File: src/rtl/extremum_finder_pkg.sv
// Shared types and helpers for the multi-channel windowed extremum finder.
package extremum_finder_pkg;

    typedef enum logic [0:0] {
        IDLE  = 1'b0,
        ACCUM = 1'b1
    } ef_state_t;

    localparam int OVR_WIDTH = 16;

    function automatic logic [OVR_WIDTH-1:0] sat_inc(input logic [OVR_WIDTH-1:0] value);
        if (value == {OVR_WIDTH{1'b1}}) begin
            return value;
        end else begin
            return value + {{(OVR_WIDTH-1){1'b0}}, 1'b1};
        end
    endfunction

endpackage

File: src/rtl/ef_channel.sv
// Per-channel max/min tracker; presents the shifted final extremes on the last beat of a window.
module ef_channel #(
    parameter int DATA_WIDTH = 32
) (
    input  logic                         clk,
    input  logic                         rst_n,
    input  logic signed [DATA_WIDTH-1:0] sample,
    input  logic                         beat_en,
    input  logic                         first_beat,
    input  logic                         last_beat,
    input  logic [2:0]                   shift,
    output logic signed [DATA_WIDTH-1:0] max_shifted,
    output logic signed [DATA_WIDTH-1:0] min_shifted,
    output logic                         load
);

    logic signed [DATA_WIDTH-1:0] max_r, min_r;
    logic signed [DATA_WIDTH-1:0] max_next_s, min_next_s;

    // Next extremes include the current sample so the last beat is part of the result.
    always_comb begin
        max_next_s = max_r;
        min_next_s = min_r;
        if (first_beat) begin
            max_next_s = sample;
            min_next_s = sample;
        end else begin
            if (sample > max_r) begin
                max_next_s = sample;
            end else begin
                max_next_s = max_r;
            end
            if (sample < min_r) begin
                min_next_s = sample;
            end else begin
                min_next_s = min_r;
            end
        end
        max_shifted = max_next_s >>> shift;
        min_shifted = min_next_s >>> shift;
        load        = beat_en & last_beat;
    end

    // Tracker registers advance only on accepted beats.
    always_ff @(posedge clk) begin
        if (!rst_n) begin
            max_r <= '0;
            min_r <= '0;
        end else if (beat_en) begin
            max_r <= max_next_s;
            min_r <= min_next_s;
        end else begin
            max_r <= max_r;
            min_r <= min_r;
        end
    end

endmodule

File: src/rtl/extremum_finder_mc.sv
// Windowed multi-channel min/max detector: FSM, beat counter, reconfiguration restart,
// AXI-Stream result register and saturating overrun counter.
module extremum_finder_mc
    import extremum_finder_pkg::*;
#(
    parameter int DATA_WIDTH    = 32,
    parameter int NUM_CH        = 2,
    parameter int MAX_LOG_COUNT = 20
) (
    input  logic                           SYS_aclk,
    input  logic                           SYS_aresetn,
    input  logic [4:0]                     EF_log_count,
    input  logic [2:0]                     EF_shift,
    input  logic [NUM_CH*DATA_WIDTH-1:0]   S_AXIS_tdata,
    input  logic                           S_AXIS_tvalid,
    output logic                           S_AXIS_tready,
    output logic [2*NUM_CH*DATA_WIDTH-1:0] M_AXIS_tdata,
    output logic                           M_AXIS_tvalid,
    input  logic                           M_AXIS_tready,
    output logic [OVR_WIDTH-1:0]           EF_overrun_count
);

    ef_state_t                      state_r, state_next_s;
    logic [MAX_LOG_COUNT-1:0]       cnt_r, cnt_next_s, last_idx_s;
    logic [4:0]                     log_prev_r, eff_log_s, shamt_s;
    logic                           beat_en_s, first_beat_s, last_beat_s, log_changed_s;
    logic [NUM_CH-1:0]              load_s;
    logic                           result_load_s;
    logic [2*NUM_CH*DATA_WIDTH-1:0] result_s, tdata_r;
    logic                           tvalid_r;
    logic [OVR_WIDTH-1:0]           ovr_r;

    assign S_AXIS_tready    = 1'b1;
    assign M_AXIS_tdata     = tdata_r;
    assign M_AXIS_tvalid    = tvalid_r;
    assign EF_overrun_count = ovr_r;

    // Window control: a reconfiguration in ACCUM clears the counter and drops that cycle's beat.
    always_comb begin
        eff_log_s     = (EF_log_count > 5'(MAX_LOG_COUNT)) ? 5'(MAX_LOG_COUNT) : EF_log_count;
        shamt_s       = 5'(MAX_LOG_COUNT) - eff_log_s;
        last_idx_s    = {MAX_LOG_COUNT{1'b1}} >> shamt_s;
        log_changed_s = (EF_log_count != log_prev_r);
        first_beat_s  = (cnt_r == '0);
        last_beat_s   = (cnt_r == last_idx_s);
        beat_en_s     = 1'b0;
        state_next_s  = state_r;
        cnt_next_s    = cnt_r;
        case (state_r)
            IDLE: begin
                cnt_next_s = '0;
                if (EF_log_count != 5'd0) begin
                    state_next_s = ACCUM;
                end else begin
                    state_next_s = IDLE;
                end
            end
            ACCUM: begin
                if (EF_log_count == 5'd0) begin
                    state_next_s = IDLE;
                    cnt_next_s   = '0;
                end else if (log_changed_s) begin
                    cnt_next_s = '0;
                end else if (S_AXIS_tvalid) begin
                    beat_en_s  = 1'b1;
                    cnt_next_s = last_beat_s ? '0 : cnt_r + {{(MAX_LOG_COUNT-1){1'b0}}, 1'b1};
                end else begin
                    cnt_next_s = cnt_r;
                end
            end
            default: begin
                state_next_s = IDLE;
                cnt_next_s   = '0;
            end
        endcase
    end

    // FSM, counter and the previous configuration for change detection.
    always_ff @(posedge SYS_aclk) begin
        if (!SYS_aresetn) begin
            state_r    <= IDLE;
            cnt_r      <= '0;
            log_prev_r <= 5'd0;
        end else begin
            state_r    <= state_next_s;
            cnt_r      <= cnt_next_s;
            log_prev_r <= EF_log_count;
        end
    end

    for (genvar g = 0; g < NUM_CH; g++) begin : g_ch
        logic [DATA_WIDTH-1:0] ch_max_s, ch_min_s;

        ef_channel #(.DATA_WIDTH(DATA_WIDTH)) u_ch (
            .clk         (SYS_aclk),
            .rst_n       (SYS_aresetn),
            .sample      (S_AXIS_tdata[g*DATA_WIDTH +: DATA_WIDTH]),
            .beat_en     (beat_en_s),
            .first_beat  (first_beat_s),
            .last_beat   (last_beat_s),
            .shift       (EF_shift),
            .max_shifted (ch_max_s),
            .min_shifted (ch_min_s),
            .load        (load_s[g])
        );

        assign result_s[g*2*DATA_WIDTH +: 2*DATA_WIDTH] = {ch_min_s, ch_max_s};
    end

    assign result_load_s = &load_s;

    // Output register: a new result wins over a handshake; overwriting unaccepted data is an overrun.
    always_ff @(posedge SYS_aclk) begin
        if (!SYS_aresetn) begin
            tdata_r  <= '0;
            tvalid_r <= 1'b0;
            ovr_r    <= '0;
        end else if (result_load_s) begin
            tdata_r  <= result_s;
            tvalid_r <= 1'b1;
            if (tvalid_r && !M_AXIS_tready) begin
                ovr_r <= sat_inc(ovr_r);
            end else begin
                ovr_r <= ovr_r;
            end
        end else if (tvalid_r && M_AXIS_tready) begin
            tvalid_r <= 1'b0;
        end else begin
            tvalid_r <= tvalid_r;
        end
    end

endmodule

File: config.mk
export PLATFORM = sky130hd
export DESIGN_NAME = extremum_finder_mc
export DESIGN_NICKNAME = d
export VERILOG_FILES = /design/src/rtl/extremum_finder_pkg.sv /design/src/rtl/ef_channel.sv /design/src/rtl/extremum_finder_mc.sv
export SDC_FILE = /design/constraint.sdc
export NUM_CORES = 1
export LEC_CHECK = 0
export CELL_PAD_IN_SITES_DETAIL_PLACEMENT = 1
export CELL_PAD_IN_SITES_GLOBAL_PLACEMENT = 1
export CORE_MARGIN = 2
export CORE_UTILIZATION = 25
export DETAILED_ROUTE_END_ITERATION = 12
export GPL_ROUTABILITY_DRIVEN = 0
export PLACE_DENSITY = 0.62
export SLEW_MARGIN = 20
export SYNTH_ARGS = -nofsm -noshare
export SYNTH_HDL_FRONTEND = slang
export SYNTH_SLANG_ARGS = --single-unit
File: constraint.sdc
create_clock -name SYS_aclk -period 5.6 [get_ports SYS_aclk]
set_input_delay 0.56 -clock SYS_aclk [delete_from_list [all_inputs] [get_ports SYS_aclk]]
set_output_delay 0.56 -clock SYS_aclk [all_outputs]
set_load 0.02 [all_outputs]
* After elaboration in Yosys (flattened, before gate mapping) *
Cells that the tools add are included.

operators by class
  $add $sub $neg = 3
  $lt $le $gt $ge = 5
  equal/unequal tests = 4
  shift-type cells = 5
  muxes and demuxes = 23
  bitwise operators = 3
  reduce and logical (&&, ||, !) cells = 8

operators with widths
  cell                   number
  $mux 32                8
  $sshr 32x3->32         4
  $mux 20                4
  $gt 32x32->1           2
  $lt 32x32->1           2
  $pmux 20 s2            1
  $add 20x1->20 const B  1
  $eq 20x20->1           1
  $logic_not 20->1       1
  $shr 20x5->20 const A  1
  $add 16x1->16 const B  1
  $eq 16x16->1 const B   1
  $mux 1                 8
  $gt 5x5->1 const B     1
  $logic_not 5->1        1
  $mux 5                 1
  $ne 5x5->1             1
  $reduce_bool 5->1      1
  $sub 5x5->5 const A    1
  $ne 4x2->1 const B     1
  $reduce_and 3->1       1
  $logic_and 1x1->1      2
  $not 1->1              2
  $pmux 1 s2             1
  3 further kinds        3

storage, ports and cells
  register bits after elaboration = 299

* Depth between registers and ports, before layout *
  depth after elaboration = 10
  mapped depth = 18
  depth with buffers taken out = 14

* Cells and area by module *
From an unflattened synthesis, not the netlist that was laid out.

unflattened totals
  cells, all modules = 2535
  area total of the unflattened synthesis = 21560.7 sq um

by module, submodules not included
  module              instances  cells each  area an instance (sq um)  seq. area each (sq um)
  ef_channel          2          802         6895.4                    1281.2
  extremum_finder_mc  1          931         7770.0                    3423.3

* Least setup slack after synthesis *
Ideal clock, no wire load.

  path kind = input-to-reg
  start point = input port EF_log_count[2]
  end point = register ovr_r[12] (netlist: EF_overrun_count[12])
  setup time = 0.070 ns
  arrival time = 4.163 ns
  required time = 5.530 ns
  path slack = 1.366 ns
  stages on the path = 16
  path buffers = 4
  cells stage by stage = buf_4 -> o21ai_2 -> nand2_1 -> ha_1 -> clkbuf_1 -> a222oi_1 -> nor2b_1 -> a2111oi_2 -> nand3_1 -> or3b_1 -> or4_1 -> buf_2 -> or3_4 -> buf_6 -> or3_1 -> a21boi_1

on the way
  cells in the longest elaborated chain, start to end = 7
  elaborated cells between the ends (all ways) = 12
  those cells by class = 1 x add/sub; 1 x order compare; 2 x eq/ne; 1 x shift; 4 x mux; 1 x bitwise; 2 x reduce/logical

ends and longest elaborated chain
  what                            RTL line                   text
  start, declared                 extremum_finder_mc.sv:12   input logic [4:0] EF_log_count,
  $gt 5x5->1                      extremum_finder_mc.sv:40   eff_log_s = (EF_log_count > 5'(MAX_LOG_COUNT)) ? 5'(MAX_LOG_COUNT) : EF_log_count;
  $mux 5                          extremum_finder_mc.sv:40
  $sub 5x5->5                     extremum_finder_mc.sv:41   shamt_s = 5'(MAX_LOG_COUNT) - eff_log_s;
  $shr 20x5->20                   extremum_finder_mc.sv:42   last_idx_s = {MAX_LOG_COUNT{1'b1}} >> shamt_s;
  $eq 20x20->1                    extremum_finder_mc.sv:45   last_beat_s = (cnt_r == last_idx_s);
  $and 1x1->1 (*)                 ef_channel.sv:41           load = beat_en & last_beat;
  $reduce_and 3->1 (no line) (*)  -
  end signal, assigned            extremum_finder_mc.sv:122  ovr_r <= sat_inc(ovr_r);
  end signal, assigned            extremum_finder_mc.sv:124  ovr_r <= ovr_r;
  end, declared                   extremum_finder_mc.sv:31   logic [OVR_WIDTH-1:0] ovr_r;

Every way passes the cells marked *; elsewhere a longest branch is shown, timed or not.
A chain may end at the register's enable or synchronous reset.

* Final worst setup path *
  start point = input port EF_log_count[0]
  end point = register ovr_r[6] (netlist: EF_overrun_count[6])

The elaborated chain is that of the path after synthesis.

==> flow_summary.toml <==
[timing]
fin_skew_ps = 17.6
slew_headroom = 0.401
finalHoldViolCount = 0
fmax_mhz = 222
setup_viol = 0
fin_crit_ps = 4510
rsz0062_at_grt = "false"
finalSetupTns_ps = 0
timing.final.ws_setup_ps = 1090
drv_slew = 0
worst_pin_slew_ps = 899
fin_crit_sh = 0.806

[logic_synthesis]
synth_xor_xnor_area_share = 0.00712
synth_compound_area_frac = 0.170
synth.largest_area_cell = "dfxtp_1"
synthMuxAreaShare = 0.230
synth_top_family_by_area = "multiplexers"
postSynthCellCount = 2310
synth.most_common_cell = "dfxtp_1"
synthTopCellsByCount = "299 x dfxtp_1, 218 x nand2_1, 148 x inv_1"
synth.top_cell.area_share = 0.288
ys_ff_latch = 299
async_flop_share = 0
synthSimpleGateAreaFrac = 0.165
ys_top_cells_by_area = "dfxtp_1 29%, mux4_2 14%, ha_1 8.0%"
syn_avg_cell_area_um2 = 8.98
synth_cell_types = 80
synthFlopType = "dfxtp_1"
syn-num-nets = 2518
synth_seq_area_share = 0.288
synth-edff-count = 0
yosysWarnings = 0
yosys.area_share.adder = 0.0796
post_synth_instance_area_um2 = 20700

[cts]
cts_made_buffers = 41
root_buffer = "clkbuf_16"
htree_levels = 2
cts_setup_buffers = 0
cts_resized = 0
hold_buffers = 0
tritoncts = "yes"
insertion_delay_ps = 580
clock-sinks = 299
max-clock-path-buffers = 3
path_clk_slew_ps = 60

[floorplan]
rows = 105
coreArea_um2 = 82100
start_util = 0.253
io_pins = 222
dieArea_um2 = 85300
die-width_um = 292
die_h_um = 292

[critical_path]
cp_max_fo = 16
cp_slowest_cell = "or4_4"
required_ps = 6090
start_kind = "input pin"
path_cells = "clkdlybuf4s50_1 > nand2_1 > ha_1 > nor4bb_1 > o21a_1 > o21ai_1 > o311ai_1 > a21oi_1 > or2_2 > or4_4 > or3_4 > or3_1 > a21boi_0"
cp-end-kind = "flop"
r2r_slack_ps = 1380
arrival_ps = 5010
cpPeakStageDelay_ps = 670
crit_type = "in2reg"

[pwr]
p_clk_frac = 0.487
p_sw_mw = 1.60
power_mw = 5.92
leakagePower_nw = 9.36
power-per-cell-area_nw_per_um2 = 229
p_int_mw = 4.32
combPwrFrac = 0.151
ir_drop_mv = 0.216
seqPwrFrac = 0.362
p_sw_frac = 0.270

[grt]
grt-ovfl-total = 0
grt_antenna_before_repair = 8
grt_usage = 0.184
grt_pass1_vias = 19738
grt_pass1_wl_um = 123000
grt_max_degree = 169

[finish]
fin_cells = 3585
final_nets = 2690
drive_gt1_frac = 0.142
area_growth_syn_to_layout_pct = 24.3
n_fill_cell = 9410

[drt]
drtPass1Iterations = 5
drc = 0
wl_per_cell_um = 22.4
antenna_left = 0
viasPerCell = 5.30
first_iter_violations = 1180
vias = 19011
wl_um = 80400

[place]
dp_hpwl_um = 61000
dpl_worst_slack_ps = 571
port_buffers = 220
placed_cells = 3509

[worst_hold_path]
hold_path.class = "reg2reg"

[run_status]
status = "finished clean"

[run]
max_cap_violations = 0
==> layer usage <==
metal  vias to the layer above  global-route usage  routed length [um]
met3                       115              0.0591                6420
met5                         -                   0                  74
met2                       480               0.297               36500
met4                        14              0.0468                1870
li1                       8807                   -                   -
met1                      9595               0.238               35500
==> state kept, by name, indices dropped and copies added (netlist names) <==
register / count
M_AXIS_tdata: 128
log_prev_r: 5
M_AXIS_tvalid: 1
g_ch.u_ch.max_r: 64
EF_overrun_count: 16
cnt_r: 20
state_r: 1
g_ch.u_ch.min_r: 64
==> critical path, delay by kind of cell <==
family	cells	cell delay, ps
compound gates	5	940
fa+ha+maj	1	490
buf+inv	1	610
simple gates	6	2390
==> metrics by stage <==
stage | area, um2 | hold WS [ps] | util
2_1_floorplan | 20700 | 454 | -
3_3_place_gp | 24300 | 436 | 0.296
3_5_place_dp | 24300 | 448 | 0.296
4_1_cts | 25800 | 460 | 0.314
5_1_grt | 25800 | 486 | 0.314
6_report | 25800 | 453 | 0.314
==> cell type report <==
| cell class | instances | area (um2) | area share |
|---|---|---|---|
| sequential | 299 | 5990 | 0.232 |
| multi-input combinational | 1692 | 13600 | 0.527 |
| inverter | 153 | 577 | 0.0224 |
| tap | 1070 | 1340 | 0.0519 |
| timing repair buffer | 295 | 2830 | 0.110 |
| clock inverter | 13 | 204 | 0.00791 |
| antenna | 1 | 2.50 | 0.0000970 |
| clock buffer | 62 | 1270 | 0.0491 |
==> layout by cell type (no fill, tap or decap), types with 15 or more instances in the layout <==
cell,Yosys,final
nand3_1,120,120
mux2i_1,135,133
buf_4,3,71
clkbuf_16,0,43
a21boi_0,81,81
clkdlybuf4s50_1,0,216
o211ai_1,15,15
nand2_1,218,218
inv_1,148,148
a21oi_1,123,123
and3_1,17,17
o21ai_0,122,122
o221ai_1,40,40
mux4_2,125,125
and2_1,20,19
mux2_2,54,54
dfxtp_1,299,299
nor2_1,124,123
a211oi_1,16,16
ha_1,132,132
nor4_1,18,17
nand4_1,26,26
nor2b_1,81,79
==> power by group through the flow <==
stage               Clock (mW)  Sequential, mW  Combinational (mW)
floorplan                    0            2.19               0.559
global placement             0            2.19               0.860
detailed placement           0            2.19               0.886
CTS                       2.95            2.14               0.892
global route              3.03            2.14               0.969
finish                    2.88            2.14               0.895
==> worst paths after layout <==
check | startpoint | end | depth (start not counted)
setup reg to reg | g_ch[1].u_ch.min_r[5]$_SDFFE_PN0P_ | M_AXIS_tdata[101]$_SDFFE_PN0P_ | 13
hold reg to reg | M_AXIS_tdata[91]$_SDFFE_PN0P_ | M_AXIS_tdata[91]$_SDFFE_PN0P_ | 2
setup / recovery | EF_log_count[0] | EF_overrun_count[6]$_SDFFE_PN0P_ | 13
hold / removal | M_AXIS_tdata[91]$_SDFFE_PN0P_ | M_AXIS_tdata[91]$_SDFFE_PN0P_ | 2
==> cell families after synthesis <==
logic type,count (synthesis)
compound gates,532
xor+xnor,16
fa+ha+maj,132
buf+inv,319
flops,299
mux,314
other cells,1
simple gates,697
Note: power is estimated with default switching activity, not from simulation.
==> variant (config.mk and constraints unchanged) <==
The package constant `OVR_WIDTH` goes from 16 to 32.
--- a/src/rtl/extremum_finder_pkg.sv
+++ b/src/rtl/extremum_finder_pkg.sv
@@ -6,7 +6,7 @@
         ACCUM = 1'b1
     } ef_state_t;
 
-    localparam int OVR_WIDTH = 16;
+    localparam int OVR_WIDTH = 32;
 
     function automatic logic [OVR_WIDTH-1:0] sat_inc(input logic [OVR_WIDTH-1:0] value);
         if (value == {OVR_WIDTH{1'b1}}) begin
Ports: changed (resized EF_overrun_count); port bits go from 222 to 238. No check against the original RTL was run, so the function may have changed too.
==> variant against the unedited design <==
  * Setup slack worse by 0.49 ns
  * Final area down 0.89%
  * Largest power group unchanged
  * Sequential cell count up 16
  * Critical path type unchanged
  * Critical endpoint is now EF_overrun_count[22]$_SDFFE_PN0P_
  * Wire length down 1.7%
  * Final cell count up 0.78%
  * Total power up 0.40%
  * Area after synthesis down 1.0%
  * Sequential power up 6%
==> variant: results (changes against the unedited design) <==
{
  "status": "complete, no violations",
  "fin_nets": {"value": 2718, "change": "+1.0%"},
  "synth_common_cells": "315 x sky130_fd_sc_hd__dfxtp_1, 219 x sky130_fd_sc_hd__nand2_1, 193 x sky130_fd_sc_hd__a21oi_1",
  "layout-drive-gt1-share": {"value": 0.1160, "change": "-0.02560"},
  "critical_path.startpoint": "EF_log_count[3]",
  "cpMaxStageDelayCell": "sky130_fd_sc_hd__nor4bb_1",
  "drt_iter0_drc": {"value": 1047, "change": "-11%"},
  "grt_start_max_net_pins": {"value": 99, "change": "-41%"},
  "yosysSeqAreaShare": {"value": 0.3071, "change": "+0.01866"},
  "filler_cell_count": {"value": 9481, "change": "+0.75%"},
  "place.detailed.hpwl": {"value": 59.38, "unit": "mm", "change": "-2.7%"},
  "grt_antenna_before_repair": {"value": 4, "change": "-4"},
  "critical_path_peak_fanout": {"value": 16, "change": "unchanged"},
  "slew-limit-headroom": {"value": 0.3182, "change": "-0.08238"},
  "drt-wirelength-per-cell": {"value": 21.87, "unit": "um", "change": "-2.5%"},
  "clock_skew_after_layout": {"value": 0.02841, "unit": "ns", "change": "+0.01083 ns"},
  "seqCellArea": {"value": 6306, "unit": "sq um", "change": "+5.4%"},
  "avgSynthCellArea": {"value": 8.804, "unit": "sq um", "change": "-2.0%"},
  "grt_pass1_vias": {"value": 20020, "change": "+1.4%"},
  "yosys-top-cells-area": "sky130_fd_sc_hd__dfxtp_1 31%, sky130_fd_sc_hd__mux4_2 11%, sky130_fd_sc_hd__mux2i_1 8.7%, sky130_fd_sc_hd__ha_1 8.0%, sky130_fd_sc_hd__a21oi_1 4.7%",
  "power.ir.vdd_worst": {"value": 0.2848, "unit": "mV", "change": "+32%"},
  "r2r-end": "M_AXIS_tdata[1]$_SDFFE_PN0P_",
  "total_wire_length": {"value": 79.01, "unit": "mm", "change": "-1.7%"},
  "power_leakage": {"value": 8.749, "unit": "nW", "change": "-6.5%"},
  "timing.rr.start": "cnt_r[0]$_SDFFE_PN0P_",
  "r2r.worst_path.cells": {"value": 12, "change": "-1"},
  "numCtsBuffers": {"value": 43, "change": "+4.9%"},
  "numPlacedInstances": {"value": 3535, "change": "+0.74%"},
  "whs": {"value": 0.4515, "unit": "ns", "change": "-0.001247 ns"},
  "overall_routing_resource_usage": {"value": 0.1819, "change": "-0.002600"},
  "first_pass_grt_wire_length": {"value": 121.7, "unit": "mm", "change": "-0.84%"}
}
variant: changes by cell type after synthesis, moves of 18 or more:
cell | before | now
sky130_fd_sc_hd__a21boi_0 | 81 | 4
sky130_fd_sc_hd__a31o_2 | 0 | 23
sky130_fd_sc_hd__a22oi_1 | 6 | 53
sky130_fd_sc_hd__a21oi_1 | 123 | 193
sky130_fd_sc_hd__nor2b_1 | 81 | 18
sky130_fd_sc_hd__mux2_2 | 54 | 5
sky130_fd_sc_hd__mux2i_1 | 135 | 179
sky130_fd_sc_hd__mux4_2 | 125 | 102
sky130_fd_sc_hd__o22ai_1 | 10 | 41
sky130_fd_sc_hd__inv_1 | 148 | 166
sky130_fd_sc_hd__o21ai_0 | 122 | 78
variant: kinds of logic (layout without fill, tap and decap cells):
kind of cell | count (synthesis) | in the layout | share of synthesized area
and+or+nand+nor | 655 | 655 | 0.1515
AOI/OAI and AO/OA | 583 | 583 | 0.1858
buffers and inverters | 341 | 552 | 0.06496
DFF | 315 | 315 | 0.3071
muxes | 286 | 286 | 0.2019
adders and majority gates | 132 | 132 | 0.08044
xor gates and xnor gates | 19 | 19 | 0.008105
other | 1 | 1 | 0.0001827
variant: worst max-delay path by stage:
stage                                                    to  slack (ns)  cells past startpoint
final                     EF_overrun_count[22]$_SDFFE_PN0P_        0.60                     14
after global routing      EF_overrun_count[22]$_SDFFE_PN0P_        0.23                     15
after global placement    EF_overrun_count[22]$_SDFFE_PN0P_        0.27                     14
after floorplan              M_AXIS_tdata[109]$_SDFFE_PN0P_        1.31                     17
after detailed placement  EF_overrun_count[22]$_SDFFE_PN0P_        0.08                     14
after CTS                 EF_overrun_count[22]$_SDFFE_PN0P_        0.69                     14
variant: power by group:
| part | leakage [nW] | internal, mW | total (mW) | switching [mW] |
|---|---|---|---|---|
| clock | 0.713 | 1.72 | 2.85 | 1.13 |
| sequential | 2.54 | 2.25 | 2.26 | 0.00593 |
| combinational | 5.50 | 0.330 | 0.831 | 0.501 |
variant: layout make-up:
class | count | area share
clock inverters | 14 | 0.006461
multi-input cells | 1676 | 0.5064
well taps | 1070 | 0.05237
inverters | 168 | 0.02486
repair buffers | 306 | 0.1129
clock buffers | 64 | 0.05032
flip-flops and latches | 315 | 0.2467
variant: layer usage:
layer  up-vias  track usage  part of all wire  wire length, um
met3        88      0.03663             0.053             4223
li1       8998            -                 -                -
met4         6      0.04183             0.020             1578
met1      9751       0.2444              0.47            36840
met5         -            0           0.00047               37
met2       390       0.2993              0.46            36320
variant: stage by stage:
step | total power, mW | worst slack (ns)
after CTS | 6.014 | 0.6933
after floorplan | 2.810 | 1.305
after global placement | 3.103 | 0.2724
after detailed placement | 3.128 | 0.08068
final | 5.939 | 0.5980
after global routing | 6.169 | 0.2268
